### config.mk
export PLATFORM = sky130hd
export DESIGN_NAME = ptw_mem_responder
export DESIGN_NICKNAME = d
export VERILOG_FILES = /design/src/rtl/mmu_pkg.sv /design/src/rtl/pte_cache.sv /design/src/rtl/ptw_mem_responder.sv
export SDC_FILE = /design/constraint.sdc
export NUM_CORES = 1
export LEC_CHECK = 0
export CAP_MARGIN = 0
export CORE_MARGIN = 1.5
export CORE_UTILIZATION = 40
export DETAILED_ROUTE_END_ITERATION = 12
export SLEW_MARGIN = 20
export SYNTH_ARGS = -nofsm -noshare
export SYNTH_HDL_FRONTEND = slang
export SYNTH_HIERARCHICAL = 1
export SYNTH_SLANG_ARGS = --single-unit
### constraint.sdc
create_clock -name clk -period 19.2 [get_ports clk]
set_clock_uncertainty 0.15 [all_clocks]
set_input_delay 5.76 -clock clk [delete_from_list [all_inputs] [get_ports clk]]
set_output_delay 5.76 -clock clk [all_outputs]
set_load 0.005 [all_outputs]
### src/rtl/mmu_pkg.sv
// Shared MMU types: PTE layout and the PTE-read responder state encoding.
package mmu_pkg;
  localparam int PTE_BYTES = 8;
  localparam int OFF_W     = $clog2(PTE_BYTES);

  typedef struct packed {
    logic [9:0]  reserved;
    logic [43:0] ppn;
    logic [9:0]  flags;
  } pte_t;

  typedef enum logic [1:0] {IDLE, REQ, WAIT} rsp_state_t;
endpackage

### src/rtl/pte_cache.sv
// Direct-mapped PTE cache: combinational lookup, single fill port, flush-all.
module pte_cache
  import mmu_pkg::*;
#(
  parameter int ENTRIES = 4,
  parameter int IDX_W   = $clog2(ENTRIES)
) (
  input  logic             clk,
  input  logic             rst,
  input  logic [63:OFF_W]  lookup_addr,
  output logic             hit,
  output logic [63:0]      rd_data,
  input  logic             fill,
  input  logic [63:OFF_W]  fill_addr,
  input  logic [63:0]      fill_data,
  input  logic             flush
);
  localparam int TAG_LO = OFF_W + IDX_W;
  localparam int TAG_W  = 64 - TAG_LO;

  logic [ENTRIES-1:0] valid;
  logic [TAG_W-1:0]   tag  [ENTRIES];
  pte_t               data [ENTRIES];

  logic [IDX_W-1:0] lidx, fidx;
  assign lidx = lookup_addr[TAG_LO-1:OFF_W];
  assign fidx = fill_addr[TAG_LO-1:OFF_W];

  assign hit     = valid[lidx] && tag[lidx] == lookup_addr[63:TAG_LO];
  assign rd_data = data[lidx];

  // flush wins over a same-cycle fill
  always_ff @(posedge clk) begin
    if (!rst)        valid       <= '0;
    else if (flush)  valid       <= '0;
    else if (fill)   valid[fidx] <= 1'b1;
  end

  always_ff @(posedge clk) begin
    if (fill && !flush) begin
      tag[fidx]  <= fill_addr[63:TAG_LO];
      data[fidx] <= pte_t'(fill_data);
    end
  end
endmodule

### src/rtl/ptw_mem_responder.sv
// Serves walker PTE reads from a small PTE cache or the memory bus; stalls the
// walker until rdata holds the doubleword for the presented addr.
module ptw_mem_responder
  import mmu_pkg::*;
#(
  parameter int ENTRIES = 4,
  parameter int IDX_W   = $clog2(ENTRIES)
) (
  input  logic        clk,
  input  logic        rst,
  input  logic [63:0] addr,
  input  logic        ren,
  output logic [63:0] rdata,
  output logic        mmu_stall,
  input  logic        flush,
  output logic        mem_req,
  output logic [63:0] mem_addr,
  input  logic        mem_gnt,
  input  logic        mem_rvalid,
  input  logic [63:0] mem_rdata,
  output logic [31:0] hit_cnt,
  output logic [31:0] miss_cnt
);
  rsp_state_t state, state_nx;

  logic             resp_valid;
  logic [63:OFF_W]  resp_addr;
  logic [63:0]      resp_data;
  logic [63:OFF_W]  req_addr;
  logic             drop;
  logic             match, lookup, hit, rsp, fill;
  logic [63:0]      hit_data;
  logic             unused_addr_lo;

  assign unused_addr_lo = ^addr[OFF_W-1:0];

  assign match     = resp_valid && resp_addr == addr[63:OFF_W];
  assign mmu_stall = ren && !match;
  assign rdata     = resp_data;
  assign lookup    = state == IDLE && ren && !match && !flush;
  // a response lands in WAIT, or in REQ when grant and data coincide
  assign rsp       = mem_rvalid && (state == WAIT || (state == REQ && mem_gnt));
  assign fill      = rsp && !drop && !flush;

  pte_cache #(.ENTRIES(ENTRIES), .IDX_W(IDX_W)) u_cache (
    .clk         (clk),
    .rst         (rst),
    .lookup_addr (addr[63:OFF_W]),
    .hit         (hit),
    .rd_data     (hit_data),
    .fill        (fill),
    .fill_addr   (req_addr),
    .fill_data   (mem_rdata),
    .flush       (flush)
  );

  always_comb begin
    state_nx = state;
    case (state)
      IDLE:    if (lookup && !hit) state_nx = REQ;
      REQ:     if (mem_gnt) state_nx = mem_rvalid ? IDLE : WAIT;
      WAIT:    if (mem_rvalid) state_nx = IDLE;
      default: state_nx = IDLE;
    endcase
  end

  always_ff @(posedge clk) begin
    if (!rst) begin
      state      <= IDLE;
      resp_valid <= 1'b0;
      resp_addr  <= '0;
      resp_data  <= '0;
      req_addr   <= '0;
      drop       <= 1'b0;
      mem_req    <= 1'b0;
      mem_addr   <= '0;
      hit_cnt    <= '0;
      miss_cnt   <= '0;
    end else begin
      state <= state_nx;

      if (flush) resp_valid <= 1'b0;
      else if (fill) begin
        resp_valid <= 1'b1;
        resp_addr  <= req_addr;
        resp_data  <= mem_rdata;
      end else if (lookup && hit) begin
        resp_valid <= 1'b1;
        resp_addr  <= addr[63:OFF_W];
        resp_data  <= hit_data;
      end

      if (lookup && !hit) begin
        req_addr <= addr[63:OFF_W];
        mem_req  <= 1'b1;
        mem_addr <= {addr[63:OFF_W], {OFF_W{1'b0}}};
      end else if (state == REQ && mem_gnt) begin
        mem_req  <= 1'b0;
      end

      // an issued request can't be retracted, so a flush only marks its data stale
      if (rsp)                         drop <= 1'b0;
      else if (flush && state != IDLE) drop <= 1'b1;

      if (lookup && hit && hit_cnt != '1)    hit_cnt  <= hit_cnt + 32'd1;
      if (lookup && !hit && miss_cnt != '1)  miss_cnt <= miss_cnt + 32'd1;
    end
  end
endmodule

* Yosys cells after proc, flatten, opt, wreduce, memory -nomap -nowiden
Memory sizes are Yosys's and may differ from the RTL's. Index checks and enable logic that the tools add are counted.
Storage, ports and cells: bits in registers 259, RAM bits 492, input bits 134, output and inout bits 194, memories kept 2
Memories:
- u_cache.data | words 4, width 64, read ports 1, clocked after memory_dff 0, wr ports 1, line pte_cache.sv:23 | pte_t data [ENTRIES];
- u_cache.tag | words 4, width 59, read ports 1, clocked after memory_dff 0, wr ports 1, line pte_cache.sv:22 | logic [TAG_W-1:0] tag [ENTRIES];
Cells by class: add/subtract/negate cells 2, order comparisons 3, equal/unequal tests 9, muxes and demuxes 19, bitwise operators 3, reductions and logical operators 30
Operator list (count):
- $mux 64 | 2
- $mux 61 | 2
- $add 32x1->32 const B | 2
- $ne 32x32->1 const B | 2
- $eq 61x61->1 | 1
- $eq 59x59->1 | 1
- $logic_and 1x1->1 | 17
- $mux 1 | 8
- $mux 2 | 4
- $lt 2x3->1 const B | 2
- $pmux 2 s3 | 1
- $reduce_bool 2->1 | 3
- $logic_not 1->1 | 4
- $ne 2x2->1 const B | 2
- $or 4x4->4 | 1
- $reduce_or 2->1 | 2
- $reduce_and 3->1 | 1
- $bmux 1 s2 | 1
- $demux 1 s2 | 1
- $eq 2x1->1 const B | 1
- $eq 2x2->1 const B | 1
- $ge 2x1->1 const B | 1
- $logic_not 2->1 | 1
- $ne 2x1->1 const B | 1
- other kinds (3) | 4

* Longest topological paths before layout
word-level depth 9, mapped depth 18

* By module
Netlist, hierarchy kept.
Modules (own cells, without submodules):
- pte_cache | instances 1, cells an instance 818, area each 18870.6 um2
- ptw_mem_responder | instances 1, cells an instance 1444, area each 11818.8 um2

* Worst setup path after synthesis
Ideal clock, no wire load.
path kind input-to-output, start point in addr[43], end point out mmu_stall, arrival 6.900 ns, data required time 13.290 ns, setup slack 6.390 ns, cell stages on the path 6, path buffers 0, path through nor2b_1 a2111oi_0 and4_1 nand4_1 nor2_1 nor2b_1
Between the ends: cells in the longest elaborated chain, start to end 4
RTL lines:
- start, declared | line ptw_mem_responder.sv:11 | input logic [63:0] addr,
- $eq 61x61->1 | line ptw_mem_responder.sv:37 | assign match = resp_valid && resp_addr == addr[63:OFF_W];
- $logic_and 1x1->1 | line ptw_mem_responder.sv:37
- $logic_not 1->1 | line ptw_mem_responder.sv:38 | assign mmu_stall = ren && !match;
- $logic_and 1x1->1 | line ptw_mem_responder.sv:38
- end, declared | line ptw_mem_responder.sv:14 | output logic mmu_stall,
No other way between the ends.

* Worst setup path after layout
start point in addr[53], end point out mmu_stall
The elaborated chain is that of the path after synthesis.

==> reports/qor.txt <==
Pin count of the biggest net entering global routing: 94
Path category of the worst min-delay check: reg2reg
Data required time at the worst endpoint: 13.29 ns
Post-cts gate resize count: 0
Clk Latency, worst-skew pair: 0.62 ns
Post-synth top area share: 0.4814
Startpoint type of the worst setup path: input pin
Worst-case clock buffer depth: 3
Yosys warning count: 6
Number of antenna violations at the first check in global routing: 7
Async SR Flop Fraction: 0
Post-CTS clock slew at the launch and capture registers of the worst setup and hold paths: 0.06 ns
Pins over their slew limit: 0
Number of synthesized register bits: 751
Count of buffers inserted at the top-level ports: 321
Dominant register cell in the synthesized netlist: sky130_fd_sc_hd__edfxtp_1
Post-detailed-route via-to-cell ratio: 5.562
Detail Route Antenna Nets: 0
Critical path capture point type: output port
Placeable core region: 75,950 sq um
Most frequent cells after synthesis: sky130_fd_sc_hd__edfxtp_1, sky130_fd_sc_hd__a21oi_1, sky130_fd_sc_hd__dfxtp_1
Count of mapped cells out of synthesis: 2,262
Slew at the pin with the worst max-slew slack: 1.056 ns
Result of the run: finished clean
Detailed-routing iteration count for the pre-antenna-repair pass: 5
Worst hold-check slack: 0.2999 ns
Count of different cell masters after synthesis: 68
Time the final worst path needs with I/O delays and setup: 14.89 ns
Starting Density: 0.4041
Maximum resistive drop on vdd: 0.06069 mV
Crit path max-delay cell type: sky130_fd_sc_hd__nor2_1
Max transition margin: 0.2886
Top-Level Pins: 328
Finished Cell Area: 37,310 sq um
Final Net Count: 2,687
Number of setup buffers added after CTS: 0
Final TNS setup: 0 ns
Post-route total power: 3.513 mW
Post-synthesis area per instance: 13.57 sq um
Critical Setup Path Class: in2out
Number of fillers in the final layout: 6,612
Dpl cell area: 34,600 sq um
Footprint of the multi-input gates: 9824 sq um
Setup repair after global routing missed its margin: no
Final Util: 0.4913
GRT Overall Usage: 0.2165
Standard-cell row count: 101
First-pass GRT wire length: 128.3 mm
Top delay family on crit path: simple AND/OR/NAND/NOR gates
Detail Placement HPWL: 52.28 mm
Via count of the first global-routing pass: 20,288
Total power divided by cell area: 94.16 nW/um^2
Total detailed-routing wirelength: 85.58 mm
CTS Buf Count: 81
Sequential cell area fraction in the yosys report: 0.6504
Area Overhead vs Synth: 21.59%
Die area: 78,390 sq um
Leading post-synthesis cells by cell area: sky130_fd_sc_hd__edfxtp_1, sky130_fd_sc_hd__dfxtp_1, sky130_fd_sc_hd__mux4_2, sky130_fd_sc_hd__a21oi_1, sky130_fd_sc_hd__mux2i_1
Combined area of all synthesized cells: 30,690 sq um
DRC errors left: 0
Vertical die dimension: 280.0 um
Largest stage delay on the critical path: 0.65 ns
Number of endpoints failing setup at the final stage: 0
Critical path data arrival time: 8.98 ns
Number of failing hold endpoints at the final stage: 0
Deepest level of the CTS H-tree: 3
Sequence of cells on the critical path: clkdlybuf4s50_1 > xnor2_1 > nand4_1 > nor4_1 > nand4_1 > nor2_1 > nor2b_1 > clkdlybuf4s50_1
Max Fclk: 67.15 MHz
Die X: 280.0 um
Average wire per standard cell: 23.43 um
Most repeated cell in the gate-level netlist after synthesis: sky130_fd_sc_hd__edfxtp_1
Static leakage power: 12.44 nW
Clock tree from TritonCTS: yes
Grt total ovfl: 0
Critical path buffers and inverters: 2
Share of cells above drive strength 1: 0.1047
EDFF count, synth: 492
Cell at the root of the clock tree: sky130_fd_sc_hd__clkbuf_16
Top cell type by total area after synthesis: sky130_fd_sc_hd__edfxtp_1
Max-capacitance violation count: 0
Share of the clock period used by the worst path after layout: 0.7756
CP Max Fanout: 8
Number of clock sinks: 751
Storage cell area: 19,960 sq um
DR iter-0 viols: 1,576
Number of vias after detailed routing: 20,312
Gp weighted congestion: 0.8586
Post-cts hold buffer count: 0
## power by group
group          internal, mW  switching, mW
sequential             1.73         0.0175
clock                 0.920          0.651
combinational        0.0899          0.103
## final cells by class
type | instances | area share
sequential | 751 | 0.5349
multi-input combinational | 1338 | 0.2633
timing repair buffer | 344 | 0.09107
clock buffer | 108 | 0.06086
tap | 1030 | 0.03454
clock inverter | 42 | 0.01143
inverter | 35 | 0.003655
antenna | 4 | 0.0002682
## per-stage QoR
stage | cells | setup WS, ns
2_1_floorplan | 2264 | 6.390
6_report | 3652 | 4.308
3_3_place_gp | 3498 | 4.215
4_1_cts | 3648 | 4.210
5_1_grt | 3652 | 4.105
3_5_place_dp | 3498 | 4.209
## cells in the final DEF, fill, tap and decap left out, types with 80 or more instances in the layout
cell type and instances:
sky130_fd_sc_hd__mux2i_1 113, sky130_fd_sc_hd__o21ai_0 150, sky130_fd_sc_hd__clkdlybuf4s50_1 318, sky130_fd_sc_hd__clkbuf_16 83, sky130_fd_sc_hd__nand2_1 182, sky130_fd_sc_hd__edfxtp_1 492
sky130_fd_sc_hd__a21oi_1 286, sky130_fd_sc_hd__nor2_1 80, sky130_fd_sc_hd__dfxtp_1 259, sky130_fd_sc_hd__mux4_2 99
## logic make-up (layout without fill, tap and decap cells)
| group | after synthesis | in the layout | share of synthesized area |
|---|---|---|---|
| XOR/XNOR | 91 | 91 | 0.02597 |
| adder cells (fa/ha/maj) | 2 | 2 | 0.0008153 |
| AND/OR/NAND/NOR | 482 | 482 | 0.07930 |
| other | 1 | 7 | 0.0001222 |
| AO/OA/AOI/OAI | 541 | 541 | 0.09720 |
| flip-flops | 751 | 751 | 0.6504 |
| buffers and inverters | 175 | 529 | 0.03172 |
| multiplexers | 219 | 219 | 0.1145 |
## registers in the layout, indices dropped and copies added (netlist names)
| register | cells |
|---|---|
| mem_addr | 61 |
| resp_addr | 61 |
| u_cache/data | 256 |
| u_cache/valid | 4 |
| mem_req | 1 |
| hit_cnt | 32 |
| miss_cnt | 32 |
| rdata | 64 |
| drop | 1 |
| resp_valid | 1 |
| state | 2 |
| u_cache/tag | 236 |
## worst min-delay path, delay by kind of cell, from the launching register on
| kind | cells | cell delay, ns |
|---|---|---|
| AO/OA/AOI/OAI | 1 | 0.05 |
| flip-flops | 1 | 0.30 |
| AND/OR/NAND/NOR | 1 | 0.05 |
## layer usage
layer	vias up	track usage	routed length, um
met5	-	0	23
met2	653	0.3651	42660
met1	10336	0.2856	35820
met3	118	0.03472	5041
li1	9201	-	-
met4	4	0.06985	2033
## path summary, 6_finish.rpt
kind	start	end	slack, ns	cells after the start
max	addr[53]	mmu_stall	4.31	8
min	rdata[63]	rdata[63]	0.30	2
max reg2reg	u_cache/tag[3][3]	hit_cnt[23]	13.80	11
min reg2reg	rdata[63]	rdata[63]	0.30	2
No activity file was read; power rests on OpenSTA's default activity.
